==> src/rtl/fetch_unit.sv <==
// Instruction-fetch stage: PC register, instruction memory with a program-load
// port, and a registered IF/ID output with redirect, stall and sticky fault.
module fetch_unit #(
   parameter int unsigned     XLEN     = 32,
   parameter int unsigned     DEPTH    = 16,
   parameter logic [XLEN-1:0] RESET_PC = '0,
   parameter logic [31:0]     NOP      = 32'h0000_0013
) (
   input  logic                     clock,
   input  logic                     reset,
   input  logic                     stall,
   input  logic                     redirect,
   input  logic [XLEN-1:0]          redirect_pc,
   input  logic                     prog_we,
   input  logic [$clog2(DEPTH)-1:0] prog_addr,
   input  logic [31:0]              prog_data,
   output logic [XLEN-1:0]          pc,
   output logic [XLEN-1:0]          if_pc,
   output logic [31:0]              if_instr,
   output logic                     if_valid,
   output logic                     fault
);

   localparam int unsigned AW = $clog2(DEPTH);

   typedef enum logic {RUN, HALT} state_t;

   state_t          r_state;
   logic [XLEN-1:0] r_pc;
   logic [XLEN-1:0] r_if_pc;
   logic [31:0]     r_instr;
   logic            r_valid;
   logic            r_fault;
   logic [31:0]     r_mem [DEPTH];

   logic [AW-1:0]   w_idx;
   logic            w_pc_ok;
   logic            w_tgt_ok;

   // An address is fetchable only if word-aligned and every bit above the
   // memory index is clear; checked before increment so wrap cannot pass.
   assign w_idx    = r_pc[AW+1:2];
   assign w_pc_ok  = ((r_pc >> (AW + 2)) == '0) && (r_pc[1:0] == 2'b00);
   assign w_tgt_ok = ((redirect_pc >> (AW + 2)) == '0) && (redirect_pc[1:0] == 2'b00);

   // Memory has no reset so program loading works while the core is held in reset.
   always_ff @(posedge clock) begin
      if (prog_we) r_mem[prog_addr] <= prog_data;
   end

   always_ff @(posedge clock or negedge reset) begin
      if (!reset) begin
         r_state <= RUN;
         r_pc    <= RESET_PC;
         r_if_pc <= '0;
         r_instr <= NOP;
         r_valid <= 1'b0;
         r_fault <= 1'b0;
      end else begin
         case (r_state)
            RUN: begin
               if (redirect) begin
                  r_instr <= NOP;
                  r_valid <= 1'b0;
                  if (w_tgt_ok) begin
                     r_pc <= redirect_pc;
                  end else begin
                     r_fault <= 1'b1;
                     r_state <= HALT;
                  end
               end else if (!stall) begin
                  if (w_pc_ok) begin
                     r_instr <= r_mem[w_idx];
                     r_if_pc <= r_pc;
                     r_valid <= 1'b1;
                     r_pc    <= r_pc + XLEN'(4);
                  end else begin
                     r_instr <= NOP;
                     r_valid <= 1'b0;
                     r_fault <= 1'b1;
                     r_state <= HALT;
                  end
               end
            end
            HALT: begin
               r_instr <= NOP;
               r_valid <= 1'b0;
               r_fault <= 1'b1;
            end
            default: r_state <= HALT;
         endcase
      end
   end

   assign pc       = r_pc;
   assign if_pc    = r_if_pc;
   assign if_instr = r_instr;
   assign if_valid = r_valid;
   assign fault    = r_fault;

endmodule

==> config.mk <==
export PLATFORM = sky130hd
export DESIGN_NAME = fetch_unit
export DESIGN_NICKNAME = d
export VERILOG_FILES = /design/src/rtl/fetch_unit.sv
export SDC_FILE = /design/constraint.sdc
export NUM_CORES = 1
export LEC_CHECK = 0
export CAP_MARGIN = 5
export CORE_UTILIZATION = 37
export DETAILED_ROUTE_END_ITERATION = 8
export PLACE_DENSITY = 0.65
export SYNTH_ARGS = -nofsm -noshare
export SYNTH_HDL_FRONTEND = slang
export SYNTH_SLANG_ARGS = --single-unit
==> constraint.sdc <==
create_clock -name clock -period 6.88 [get_ports clock]
set_input_delay 1.376 -clock clock [delete_from_list [all_inputs] [get_ports clock]]
set_output_delay 1.376 -clock clock [all_outputs]
set_load 0.01 [all_outputs]
==> flow_metrics.tcl <==
set metrics [dict create \
    outcome "finished clean" \
    maxSlewHeadroom_pct 25.6 \
    fillers 5174 \
    fin_area_um2 27700 \
    routed_wl_mm 51.9 \
    grt_pass1_wl_mm 75.7 \
    cp_slowest_cell "dfrtp_2" \
    crit_buf_inv 2 \
    crit_fanout 25 \
    grtUsageTotal_pct 16.5 \
    cts-resized-gates 0 \
    layout-drive-gt1-share_pct 23.8 \
    dpl_cell_area_um2 25800 \
    multi_input_comb_area_um2 4970 \
    pwr-share-clk_pct 40.5 \
    critPathLaunchType "flip-flop" \
    grt_max_degree 109 \
    required_ps 5500 \
    coreArea_um2 61600 \
    synth_area_leaders "edfxtp_1, mux4_2, dfrtp_1" \
    reg2reg_depth 5 \
    crit_type "reg -> out" \
    setup_tns_ps 0 \
    synth_top_area_cell "edfxtp_1" \
    worstPathCellList "buf_4 > clkdlybuf4s50_1" \
    p_comb_share_pct 6.8 \
    globalplace.congestion 0.776 \
    fmax_ghz 0.251 \
    dpl.cell_count 1984 \
    max_cap_viol_count 0 \
    cts_setup_buffers 0 \
    netlist_area_um2 23000 \
    slowest_delay_ps 710 \
    fp.dieArea_um2 63100 \
    drc 0 \
    ir_worst_vdd_uv 222 \
    cts_buffers 57 \
    netlist_instances 1010 \
    vias 11123 \
    rr_startpoint "pc[20]" \
    antenna_found_initial 4 \
    rr_endpoint "if_pc[3]" \
    detail_route.first_pass.iterations 5 \
    grt_pass1_vias 11433 \
    seq_area_um2 17900 \
    swShare_pct 21.1 \
    wl_per_cell_um 24.8 \
    tightest_slew_ps 1120 \
    clock_path_buffers 3 \
    die_x_um 251 \
    ys_ff_latch 611 \
    cellPowerDensity_nw_per_um2 283 \
    detail-route-antenna-nets 0 \
    setup-violations-final 0 \
    synth.yosys.warnings 0 \
    clockRootBuffer "clkbuf_16" \
    synth_top_area_share_pct 66.9 \
    cts_hold_buf 0 \
    viasPerCell 5.32 \
    hold_ws_ps 482 \
    min_to "if_pc[19]" \
    p_leak_uw 0.00897 \
    pre_cts_ws_ps 2250 \
    power.switching_uw 1650 \
    num_rows 91 \
    synth_nets 1084 \
    ys_seq_area_share_pct 77.7 \
    hold_viol 0 \
    io-pin-count 171 \
    hp-class "reg -> reg" \
    path_clk_slew_ps 60 \
    clock_skew_ps 26.3 \
    rsz0062_at_grt "false" \
    die_h_um 251 \
    cts_tree "done" \
    arrival_ps 2610 \
    start_util_pct 37.3 \
    htreeDepth 2 \
    layout_commonest_cell "edfxtp_1" \
    syn_avg_cell_area_um2 22.8 \
    area_growth_pct 20.3 \
    intPower_uw 6190 \
    hp-start "if_pc[19]" \
    report.final.slew_viol_count 0 \
    final_cell_mix "edfxtp_1, clkdlybuf4s50_1, mux4_2" \
    portBuffers 170 \
    diodes 0 \
    layout.nets 1280 \
    setup_ws_ps 2890 \
    final_cell_count_no_fill 2092 \
    p_seq_share_pct 52.7 \
    drtIter0Drc 985 \
    grt_overflow 0 \
    cp-end-kind "output port" \
    reg2reg_slack_ps 3340 \
    fin_crit_sh_pct 58.0 \
    fin_crit_ps 3990 \
    worst_path_dominant_cell_family "buffers and inverters" \
    clk_latency_ps 620 \
    synthDistinctLibCells 39 \
    holdPathStages 1 \
    dp_hpwl_mm 27.5 \
    clock-sinks 611 \
]
-- cell families after synthesis --
logic type      Yosys count  synth area share [%]
simple gates            128                  3.20
buf+inv                  56                  1.24
flops                   611                  77.7
compound gates           49                  1.91
fa+ha+maj                 1                0.0544
mux                     165                  15.9
-- synth_stat cells, drive strengths merged --
cell,n
a21oi,4
a22o,2
a31o,1
a32o,29
and2,58
and3,1
buf,22
clkbuf,32
dfrtp,96
dfstp,3
edfxtp,512
ha,1
inv,2
mux2,4
mux2i,1
mux4,160
nand2,9
nand2b,2
nand3,4
nand3b,2
nand4,9
nand4b,1
nor2,16
nor3,7
nor4,13
o21a,1
o21ai,3
o22a,3
o22ai,1
o311ai,1
o31ai,3
o41ai,1
or2,2
or3b,1
or4,3
-- how the worst max path moves through the flow --
stage                            start     endpoint  slack, ps  cells after the start
after floorplan           prog_addr[2]  r_mem[0][0]       2320                      2
after global placement           stall     if_pc[4]       2370                      5
after detailed placement         stall     if_pc[3]       2250                      5
after CTS                        pc[4]        pc[4]       2750                      2
after global routing             stall     if_pc[3]       2680                      5
final                            pc[4]        pc[4]       2890                      2
-- cell type report --
cell class,count,area share (%)
inverter,2,0.0271
clock inverter,26,1.01
timing repair buffer,191,6.76
multi-input combinational,343,18.0
tap,837,3.79
clock buffer,82,5.83
sequential,611,64.6
-- per-layer routing --
layer	GRT usage, %	wire length (um)
met1	23.3	22500
met4	4.91	1150
met2	26.2	25000
met5	0	48
met3	2.86	3210
-- power groups by stage --
stage	registers (uW)	logic (uW)	clock network, uW
2_1_floorplan	4170	374	0
4_1_cts	4140	543	3230
3_5_place_dp	4210	542	0
3_3_place_gp	4210	534	0
6_report	4130	531	3170
5_1_grt	4140	570	3370
-- through the flow --
step | util, % | total power (uW)
floorplan | - | 4550
global placement | 41.8 | 4740
detailed placement | 41.8 | 4760
CTS | 44.9 | 7910
global route | 44.9 | 8080
finish | 44.9 | 7840
-- registers in the layout, indices dropped and copies added, names as in the netlist --
name,cells
fault,1
if_instr,32
if_pc,32
if_valid,1
pc,32
r_mem,512
r_state,1
-- worst reg2reg max path, stage by stage (launching register included) --
cell,delay (ps)
dfrtp_1,430
nor4_1,430
nand4b_1,340
nor2_4,870
nand2_1,810
mux2_2,530
Note: power is estimated with default switching activity, not from simulation.
